<file path="src/rtl/fact_pkg.sv">
// rtl/fact_pkg.sv - shared types and constants for the factorial datapath
package fact_pkg;

    localparam int DATA_W = 32;

    typedef enum logic [1:0] {
        IDLE = 2'd0,
        RUN  = 2'd1,
        DONE = 2'd2
    } mul_state_t;

endpackage

</file>
<file path="src/rtl/adder.sv">
// rtl/adder.sv - combinational unsigned adder, counterpart of the subtractor
module adder #(
    parameter int WIDTH = 64
) (
    input  logic [WIDTH-1:0] a,
    input  logic [WIDTH-1:0] b,
    output logic [WIDTH-1:0] sum
);

    // The shift-and-add product never exceeds WIDTH bits, so no carry out is kept
    assign sum = a + b;

endmodule

</file>
<file path="src/rtl/seq_multiplier.sv">
// rtl/seq_multiplier.sv - iterative shift-and-add unsigned multiplier, one bit per clock
module seq_multiplier
    import fact_pkg::*;
#(
    parameter int WIDTH = DATA_W
) (
    input  logic             clk,
    input  logic             rst_n,
    input  logic             start,
    input  logic [WIDTH-1:0] a,
    input  logic [WIDTH-1:0] b,
    output logic             busy,
    output logic             done,
    output logic [WIDTH-1:0] product,
    output logic             overflow
);

    localparam int                CNT_W = (WIDTH > 1) ? $clog2(WIDTH) : 1;
    localparam logic [CNT_W-1:0]  LAST  = CNT_W'(WIDTH - 1);

    mul_state_t             state_q, state_d;
    logic [2*WIDTH-1:0]     mcand_q;
    logic [WIDTH-1:0]       mult_q;
    logic [2*WIDTH-1:0]     acc_q;
    logic [CNT_W-1:0]       cnt_q;
    logic [WIDTH-1:0]       product_q;
    logic                   overflow_q;

    logic                   accept;
    logic                   step;
    logic                   finish;
    logic [2*WIDTH-1:0]     sum;
    logic [2*WIDTH-1:0]     acc_d;

    adder #(
        .WIDTH (2*WIDTH)
    ) u_adder (
        .a   (acc_q),
        .b   (mcand_q),
        .sum (sum)
    );

    assign acc_d = mult_q[0] ? sum : acc_q;

    // Next-state logic: accept a request from IDLE or DONE, iterate WIDTH times in RUN
    always_comb begin
        state_d = state_q;
        accept  = 1'b0;
        step    = 1'b0;
        finish  = 1'b0;
        case (state_q)
            IDLE: begin
                if (start) begin
                    state_d = RUN;
                    accept  = 1'b1;
                end
            end
            RUN: begin
                step = 1'b1;
                if (cnt_q == LAST) begin
                    state_d = DONE;
                    finish  = 1'b1;
                end
            end
            DONE: begin
                if (start) begin
                    state_d = RUN;
                    accept  = 1'b1;
                end else begin
                    state_d = IDLE;
                end
            end
            default: state_d = IDLE;
        endcase
    end

    // State register; reset aborts any operation in flight
    always_ff @(posedge clk or negedge rst_n) begin
        if (!rst_n) begin
            state_q <= IDLE;
        end else begin
            state_q <= state_d;
        end
    end

    // Operand shift registers, accumulator, counter and held result registers
    always_ff @(posedge clk or negedge rst_n) begin
        if (!rst_n) begin
            mcand_q    <= '0;
            mult_q     <= '0;
            acc_q      <= '0;
            cnt_q      <= '0;
            product_q  <= '0;
            overflow_q <= 1'b0;
        end else if (accept) begin
            mcand_q <= {{WIDTH{1'b0}}, a};
            mult_q  <= b;
            acc_q   <= '0;
            cnt_q   <= '0;
        end else if (step) begin
            acc_q   <= acc_d;
            mcand_q <= mcand_q << 1;
            mult_q  <= mult_q >> 1;
            // Counter returns to zero on the last iteration instead of wrapping
            cnt_q   <= finish ? '0 : cnt_q + CNT_W'(1);
            if (finish) begin
                product_q  <= acc_d[WIDTH-1:0];
                overflow_q <= |acc_d[2*WIDTH-1:WIDTH];
            end
        end
    end

    assign busy     = (state_q == RUN);
    assign done     = (state_q == DONE);
    assign product  = product_q;
    assign overflow = overflow_q;

endmodule

</file>
<file path="config.mk">
export PLATFORM = sky130hd
export DESIGN_NAME = seq_multiplier
export DESIGN_NICKNAME = d
export VERILOG_FILES = /design/src/rtl/fact_pkg.sv /design/src/rtl/adder.sv /design/src/rtl/seq_multiplier.sv
export SDC_FILE = /design/constraint.sdc
export NUM_CORES = 1
export LEC_CHECK = 0
export CAP_MARGIN = 20
export CORE_MARGIN = 2
export CORE_UTILIZATION = 53
export CTS_CLUSTER_SIZE = 24
export DETAILED_ROUTE_END_ITERATION = 12
export GPL_ROUTABILITY_DRIVEN = 0
export GPL_TIMING_DRIVEN = 0
export PLACE_DENSITY = 0.77
export SETUP_SLACK_MARGIN = 0.4
export SLEW_MARGIN = 20
export SYNTH_ARGS = -nofsm -noshare
export SYNTH_HDL_FRONTEND = slang
export SYNTH_HIERARCHICAL = 1
export SYNTH_SLANG_ARGS = --single-unit
</file>
<file path="constraint.sdc">
create_clock -name clk -period 3.5 [get_ports clk]
set_input_delay 0.7 -clock clk [delete_from_list [all_inputs] [get_ports clk]]
set_output_delay 0.7 -clock clk [all_outputs]
set_load 0.01 [all_outputs]
</file>
# --- After elaboration in Yosys (flattened, before gate mapping) ---
# Index checks and enable logic that the tools add are counted.
totals:
  regBits: 200
  input_bits: 67
  output_inout_bits: 35
  wordCells: 40
op_classes:
  add_sub_neg: 2
  eq_ne: 5
  n_mux: 19
  bitwise_logic: 1
  n_reduce_logical: 6
op_table:
  columns: ["operator", "n"]
  rows:
  - ["64-bit 2-to-1 mux", 5]
  - ["64-bit adder", 1]
  - ["32-bit 2-to-1 mux", 2]
  - ["32-bit OR reduction", 1]
  - ["5-bit 2-to-1 mux", 3]
  - ["1-bit 2-to-1 mux", 6]
  - ["2-bit case mux with 3 select lines", 1]
  - ["5-bit by 1-bit adder with 5-bit output, second input constant", 1]
  - ["5-bit == test, second input constant", 1]
  - ["2-bit 2-to-1 mux", 2]
  - ["3-bit AND reduction", 1]
  - ["2-bit by 1-bit == test with 1-bit output, second input constant", 1]
  - ["2-bit == test, second input constant", 1]
  - ["2-bit logical NOT", 1]
  - ["2-bit by 1-bit inequality test with 1-bit output, second input constant", 1]
  - ["2-bit inequality test, second input constant", 1]
  - ["2-bit AND reduction", 1]
  - ["2-bit nonzero test", 1]
  - ["2-bit OR reduction", 1]
  - ["1-bit NOT", 1]

# --- Logic depth before layout (Yosys ltp) ---
# Gate-level depths: netlist of the first run.
logic_depth:
  ltp_word: 6
  mapped_depth: 15
  mapped_depth_nobuf: 15

# --- Cells and area by module ---
# Netlist of the first run, hierarchy kept.
modules_own_cells:
  columns: ["mod", "n_inst", "cells_each", "area_each_um2", "seq_area_each_um2"]
  rows:
  - ["seq_multiplier", 1, 832, 8379.3, 5004.8]
  - ["adder", 1, 573, 3852.4, 0.0]

# --- Worst setup path after synthesis of the first run ---
# OpenSTA, ideal clock, no wires.
synth_timing:
  kind: "reg-to-reg"
  startpoint: "register acc_q[0]"
  endpoint: "register overflow_q (netlist: overflow)"
  setup_time_ns: 0.139
  t_arrival_ns: 3.255
  required_ns: 3.361
  setup_slack_ns: 0.106
  stages_incl_launch_ff: 16
  n_path_buf: 0
  synth_period_minus_slack_ns: 3.394
  cell_sequence: "dfrtp_1 -> ha_1 -> fa_1 -> a21oi_1 -> nor2_1 -> nor3b_2 -> o21ai_4 -> a21oi_2 -> o21ai_4 -> o41ai_2 -> o21ai_1 -> xor2_1 -> nor4_1 -> nand4_1 -> o22ai_1 -> a41oi_1"
synth_via:
  elab_chain_len: 3
synth_rtl:
  columns: ["element", "line", "rtl"]
  rows:
  - ["from (decl)", "seq_multiplier.sv:24", "logic [2*WIDTH-1:0] acc_q;"]
  - ["from (signal assigned)", "seq_multiplier.sv:91", "acc_q <= '0;"]
  - ["from (signal assigned)", "seq_multiplier.sv:98", "acc_q <= '0;"]
  - ["from (signal assigned)", "seq_multiplier.sv:101", "acc_q <= acc_d;"]
  - ["64-bit adder", "adder.sv:11", "assign sum = a + b;"]
  - ["via sum[58]", "seq_multiplier.sv:32", "logic [2*WIDTH-1:0] sum;"]
  - ["64-bit 2-to-1 mux", "seq_multiplier.sv:43", "assign acc_d = mult_q[0] ? sum : acc_q;"]
  - ["32-bit OR reduction", "seq_multiplier.sv:108", "overflow_q <= |acc_d[2*WIDTH-1:WIDTH];"]
  - ["to (signal assigned)", "seq_multiplier.sv:108", null]
  - ["to (decl)", "seq_multiplier.sv:27", "logic overflow_q;"]
# The timed path passes the listed nets, and every way through them passes these cells.
# A chain may end at the register's enable or synchronous reset.

# --- Worst setup path after layout of the first run ---
layout_timing:
  startpoint: "register mcand_q[8]"
  endpoint: "register overflow_q (netlist: overflow)"
layout_via:
  elab_chain_len: 3
layout_rtl:
  columns: ["element", "line", "rtl"]
  rows:
  - ["from (decl)", "seq_multiplier.sv:22", "logic [2*WIDTH-1:0] mcand_q;"]
  - ["from (signal assigned)", "seq_multiplier.sv:96", "mcand_q <= {{WIDTH{1'b0}}, a};"]
  - ["from (signal assigned)", "seq_multiplier.sv:102", "mcand_q <= mcand_q << 1;"]
  - ["64-bit adder", "adder.sv:11", null]
  - ["via sum[59]", "seq_multiplier.sv:32", null]
  - ["64-bit 2-to-1 mux", "seq_multiplier.sv:43", null]
  - ["32-bit OR reduction", "seq_multiplier.sv:108", null]
# The timed path passes the listed nets, and every way through them passes these cells.

==> results.ini, run 1 <==
[status]
status = finished with violations
failed_checks = negative setup slack

[cells_and_area]
drive_gt1_share_pct = 14.8
multi_input_area_um2 = 7220
seq_area_um2 = 5010
n_antenna_cell = 0
nFillCells = 1743
nets = 1706
area_delta_synth_final_pct = 24.3
final-instance-count-excl-fill = 1871

[routing]
drt-initial-drc-count = 1135
vias_per_cell = 6.13
wl_per_cell_um = 18.5
drt-total-wl_um = 34600
ant_nets = 0
drt-pass1-iter-count = 6
drc = 0
num_vias = 11500

[placed_design]
dp_hpwl_um = 23700
placed_cells = 1793
post-place-ws_ps = -495
io_buffer_count = 101

[power]
p_leak_uw = 0.00702
ir_worst_vdd_v = 0.000493
powerDensity_nw_per_um2 = 1070

[logic_synthesis]
syn_area_um2 = 12200
synthTopCellsByCount = 339 x nand2_1, 200 x dfrtp_1, 86 x a21oi_1, 86 x nand3_1, 66 x o21ai_0
synth_nets = 1538
synthTopCellsByArea = dfrtp_1 41%, nand2_1 10%, ha_1 6.6%
synth_most_common_cell = nand2_1
synth_top_area_share_pct = 40.9
synth_edf_count = 0
synth_warnings = 6
yosys.area_share.simple_pct = 20.6
synth-compound-area-share_pct = 20.2
avgSynthCellArea_um2 = 8.71
synth_seq_area_share_pct = 40.9
synthAdderAreaFrac_pct = 6.81
ys_ff_latch = 200
synth_flop_cell = dfrtp_1
synthCells = 1405
synth_xor_area_share_pct = 4.30
synthArstFlopShare_pct = 100
synthMuxAreaShare_pct = 2.71
synth_cell_types = 74
synth_top_family_by_area = simple AND/OR/NAND/NOR gates
yosys.area.top_type = dfrtp_1

[setup_path]
rr_startpoint = mcand_q[8]
required_ps = 3820
start_kind = flop
critPathCaptureType = flop
criticalPathCategory = flop to flop
reg2reg_depth = 14
crit_arrival_ps = 3910
reg2reg_slack_ps = -90
critPathMaxFanout = 6
r2r-end = overflow

[die]
die_area_um2 = 24300
core_um2 = 22600
die_x_um = 156
num_rows = 55
io_pins = 102
start_util_pct = 54.0
die_h_um = 156

[cts]
clk_pin_slew_ps = 80
clk_latency_ps = 450
cts_tree = built
cts_hold_buf = 0
cts_max_level = 4
clockBufferDepth = 2
cts-root-buf = clkbuf_16
cts-buffers-inserted = 17
clock-sinks = 200

[timing]
maxSlewViolCount = 0
slew-limit-headroom_pct = 49.1
period_share_pct = 103
setup_violations = 1
worstMarginPinSlew_ps = 756
setup_tns_ps = -90.8
rsz0062_at_grt = true
timing.hold.ws_ps = 127
period_minus_slack_ps = 3590
clock-skew-final_ps = 14.9
fmax_mhz = 278
setup_slack_ps = -90.8
hold_violations = 0

[min_path]
hp-class = primary input to async pin

[global_route]
grt_pass1_vias = 10900
grt_pass1_wl_um = 54300
antenna_found_initial = 0
grt_usage_pct = 27.7
grt_max_degree = 99
grt-ovfl-total = 0

[job]
max_cap_violations = 0

-- registers in the layout (all words and copies together) (netlist names) --
register / count
overflow: 1
mcand_q: 64
product: 32
mult_q: 32
state_q: 2
cnt_q: 5
acc_q: 64
-- placed cells by master (no fill, tap or decap), types with 24 or more instances in the layout --
cell | synthesis | layout
a21oi_1 | 86 | 69
a22o_1 | 36 | 36
a22oi_1 | 55 | 53
buf_2 | 37 | 31
buf_4 | 5 | 51
clkdlybuf4s50_1 | 0 | 100
dfrtp_1 | 200 | 198
ha_1 | 65 | 47
inv_1 | 25 | 24
mux2i_1 | 32 | 32
nand2_1 | 339 | 337
nand3_1 | 86 | 81
nor2_1 | 53 | 48
o21ai_0 | 66 | 63
xnor2_1 | 37 | 37
-- layer usage --
layer | track usage, % | up-vias | part of all wire (%)
li1 | - | 5345 | -
met1 | 38.1 | 5566 | 44
met2 | 45.5 | 472 | 48
met4 | 10.1 | 0 | 3.2
met5 | 0 | - | 0
met3 | 3.42 | 81 | 5.4
-- layout make-up --
| cell class | instances | share of cell area, % |
|---|---|---|
| inverter | 26 | 0.642 |
| tap | 285 | 2.35 |
| clock buffer | 17 | 2.80 |
| buffer | 79 | 3.25 |
| timing repair buffer | 149 | 9.34 |
| sequential | 200 | 32.9 |
| multi-input combinational | 1100 | 47.5 |
| clock inverter | 15 | 1.22 |
-- worst max path at each step --
stage,from,end,cells past startpoint
final,mcand_q[8],overflow,14
after global routing,mcand_q[10],overflow,14
after CTS,acc_q[0],overflow,15
after detailed placement,mcand_q[0],overflow,15
after global placement,rst_n,mult_q[21],1
after floorplan,mcand_q[21],overflow,14
-- worst max-delay path: stages, from the launching register on --
cell       delay, ps
dfrtp_1          430
ha_4             320
nand3_1          110
nor2_2           160
nand3_4          120
a2111oi_4        500
nor2_2           120
o31ai_4          340
a31o_4           260
a2111oi_4         80
a311o_1          380
nor4_2           210
nand4_1          170
o22ai_2          130
a41oi_1          120
-- logic make-up (layout without fill, tap and decap cells) --
kind of cell / after synthesis / in the layout
flops: 200 / 200
simple gates: 574 / 574
mux: 33 / 33
buf+inv: 105 / 286
compound gates: 367 / 367
xor+xnor: 60 / 60
fa+ha+maj: 66 / 66
-- report_power, final --
part           switching (uW)  internal, uW
combinational            5800          4260
sequential                844          3310
clock                    1080           984
total                    7720          8550
-- timing repair --
action	CTS	global route
pin swaps	20	26
cloned	0	0
endpoints found under the setup margin	10	18
setup buffers	20	26
resized for setup	36	58
-- per-stage QoR --
stage / power (uW) / cell area, um2 / util [%]
6_report: 16300 / 15200 / 67.2
5_1_grt: 17400 / 15200 / 67.2
4_1_cts: 15300 / 14800 / 65.2
3_5_place_dp: 12800 / 13800 / 60.8
3_3_place_gp: 12500 / 13700 / 60.6
2_1_floorplan: 10500 / 12300 / -
No activity file was read; power rests on OpenSTA's default activity.
==> run 2, diff against run 1 <==
CTS_CLUSTER_SIZE = 40   (was 24)
==> results of run 2 <==
Same layout as run 1: the final DEF is identical, and so are final timing and power.
==> run 3, diff against run 2 <==
GPL_ROUTABILITY_DRIVEN = not set   (was 0)
==> run 3 against run 2 <==
The run still ends with negative setup slack left. First-iteration DRC count down 22%. Maximum frequency fell by 0.49%. Clock skew is 3.8 ps higher. Routed wire length is 0.16% lower. Utilization shrank 0.32 points. Clock power barely moved. Sequential share of layout area grew 0.17 points. Final area is 0.47% lower. Highest routed layer unchanged.
==> results.ini, run 3 (same netlist as run 1, synthesis figures left out) <==
[status]
status = finished with violations
failed_checks = negative setup slack

[global_route]
grt-ovfl-total = 0  ; unchanged
antenna_found_initial = 0  ; unchanged
grt_max_degree = 98  ; -1.0%
grt_usage_pct = 28.7  ; +0.92 points
grt_pass1_wl_um = 55800  ; +2.8%
grt_pass1_vias = 11000  ; +0.84%

[setup_path]
critPathMaxFanout = 4  ; -2
cp_slowest_cell = dfrtp_2
critPathCaptureType = flop
required_ps = 3810  ; about the same
path_buf_inv = 1  ; +1
crit_arrival_ps = 3920  ; about the same
criticalPathCategory = flop to flop
cp_slowest_stage_delay_ps = 440  ; -60 ps
reg2reg_depth = 15  ; +1
start_kind = flop
critical_path.top_delay_family = compound AO/OA/AOI/OAI gates
path_cells = ha_4, buf_4, a21oi_2, o21ai_1, nor4_4, o211ai_1, nand3_2, nand3_4, a311oi_4, o31ai_2, xor2_1, nor4b_2, nand4_1, o22ai_2, a41oi_1
cp.depth = 15  ; +1

[cells_and_area]
drive_gt1_share_pct = 14.2  ; -0.53 points
layout_commonest_cell = nand2_1
reg_top3 = acc_q (64), mcand_q (64)
nets = 1702  ; -0.23%
area_delta_synth_final_pct = 23.7
layout_common_cells = 338 x nand2_1, 196 x dfrtp_1, 100 x clkdlybuf4s50_1, 81 x nand3_1, 70 x a21oi_1
final-instance-count-excl-fill = 1867  ; -0.21%
n_antenna_cell = 0  ; unchanged

[power]
powerDensity_nw_per_um2 = 1070  ; -0.42%
switching_share_pct = 47.6  ; +0.13 points
clockPowerShare_pct = 12.9  ; +0.2 points
power_switching_uw = 7670  ; -0.61%
intPower_uw = 8450  ; -1.1%
comb_power_share_pct = 61.3  ; -0.5 points
p_leak_uw = 0.00701  ; -0.10%
ir_worst_vdd_v = 0.000582  ; +18%
p_seq_share_pct = 25.7  ; +0.2 points

[die]
start_util_pct = 54.0  ; unchanged
io_pins = 102  ; unchanged
die_h_um = 156  ; unchanged
die_x_um = 156  ; unchanged
die_area_um2 = 24300  ; unchanged
core_um2 = 22600  ; unchanged
num_rows = 55  ; unchanged

[cts]
clock-sinks = 200  ; unchanged
cts_tree = built
cts_max_level = 4  ; unchanged
cts_hold_buf = 0  ; unchanged
clockBufferDepth = 2  ; unchanged
cts-buffers-inserted = 17  ; unchanged
clk_pin_slew_ps = 80  ; about the same
clk_latency_ps = 460  ; about the same
cts-root-buf = clkbuf_16

[placed_design]
post-place-ws_ps = -600  ; -104 ps
io_buffer_count = 101  ; unchanged
dp_hpwl_um = 24200  ; +2.0%
gp_congestion = 0.933
placed_cells = 1793  ; unchanged

[timing]
setup_violations = 1  ; unchanged
setup_slack_ps = -109  ; -17.8 ps
clock-skew-final_ps = 18.7  ; +3.80 ps
period_share_pct = 103  ; +0.51 points
fmax_mhz = 277  ; -0.49%
period_minus_slack_ps = 3610  ; +17.8 ps
maxSlewViolCount = 0  ; unchanged
slew-limit-headroom_pct = 54.5  ; +5.5 points
worstMarginPinSlew_ps = 675  ; -80.9 ps
rsz0062_at_grt = true
hold_violations = 0  ; unchanged

[routing]
drc = 0  ; unchanged
drt-pass1-iter-count = 8  ; +2
num_vias = 11300  ; -1.9%
vias_per_cell = 6.03  ; -1.7%
drt-initial-drc-count = 881  ; -22%
drt-total-wl_um = 34600  ; -0.16%
ant_nets = 0  ; unchanged
wl_per_cell_um = 18.5  ; about the same

[job]
max_cap_violations = 0  ; unchanged

[min_path]
hp-class = primary input to async pin

==> run 3: changes by cell type in the layout (fill, tap and decap cells not counted), sizes merged <==
cell,previous run,this run
clkinv,5,6
buf,106,102
clkinvlp,1,0
==> run 3: worst paths after layout <==
| path | startpoint | end | slack (ps) |
|---|---|---|---|
| max reg2reg | mcand_q[9] | overflow | -110 |
| max | mcand_q[9] | overflow | -110 |
| max in group asynchronous | rst_n | mcand_q[9] | 2230 |
| min reg2reg | product[28] | product[28] | 480 |
| min in group clk | product[28] | product[28] | 480 |
| min | rst_n | product[26] | 110 |
==> run 3: worst register-to-register path, stage by stage, from the launching register on <==
cell	delay, ps
dfrtp_2	440
ha_4	260
buf_4	140
a21oi_2	200
o21ai_1	130
nor4_4	350
o211ai_1	240
nand3_2	180
nand3_4	110
a311oi_4	400
o31ai_2	120
xor2_1	200
nor4b_2	270
nand4_1	150
o22ai_2	150
a41oi_1	130
==> run 3: power groups by stage <==
stage / combinational, uW / clock (uW) / sequential [uW]
floorplan: 6500 / 0 / 3950
global placement: 8530 / 0 / 4100
detailed placement: 8720 / 0 / 4140
CTS: 9210 / 2110 / 4120
global route: 10800 / 2210 / 4260
finish: 9890 / 2090 / 4150
==> run 3: routing by layer <==
metal  global-route usage, %  wire length, um
met3                    4.28             1790
met5                       0                0
met1                    39.6            15600
met4                    7.69              647
met2                    47.4            16500
==> run 3: per-stage QoR <==
step | TNS, ps | util [%] | area (um2) | power [uW] | hold slack (ps)
6_report | -109 | 66.8 | 15100 | 16100 | 108
5_1_grt | -242 | 66.8 | 15100 | 17300 | 129
4_1_cts | -87.5 | 65.4 | 14800 | 15400 | 117
3_5_place_dp | -600 | 60.8 | 13800 | 12900 | 462
3_3_place_gp | -1331820 | 60.6 | 13700 | 12600 | 459
2_1_floorplan | 0 | - | 12300 | 10500 | 404
==> run 3: repair_timing <==
item                                    in CTS  in global routing
resized for setup                           34                 50
setup buffers                               24                 18
endpoints found under the setup margin      10                 18
pin swaps                                   24                 31
cloned                                       0                  0
==> run 3: layout make-up <==
| cell class | instances | area, um2 |
|---|---|---|
| clock inverter | 15 | 203 |
| timing repair buffer | 145 | 1390 |
| inverter | 26 | 97.6 |
| multi-input combinational | 1100 | 7170 |
| clock buffer | 17 | 425 |
| fill | 1813 | 7510 |
| sequential | 200 | 5010 |
| tap | 285 | 357 |
| buffer | 79 | 483 |
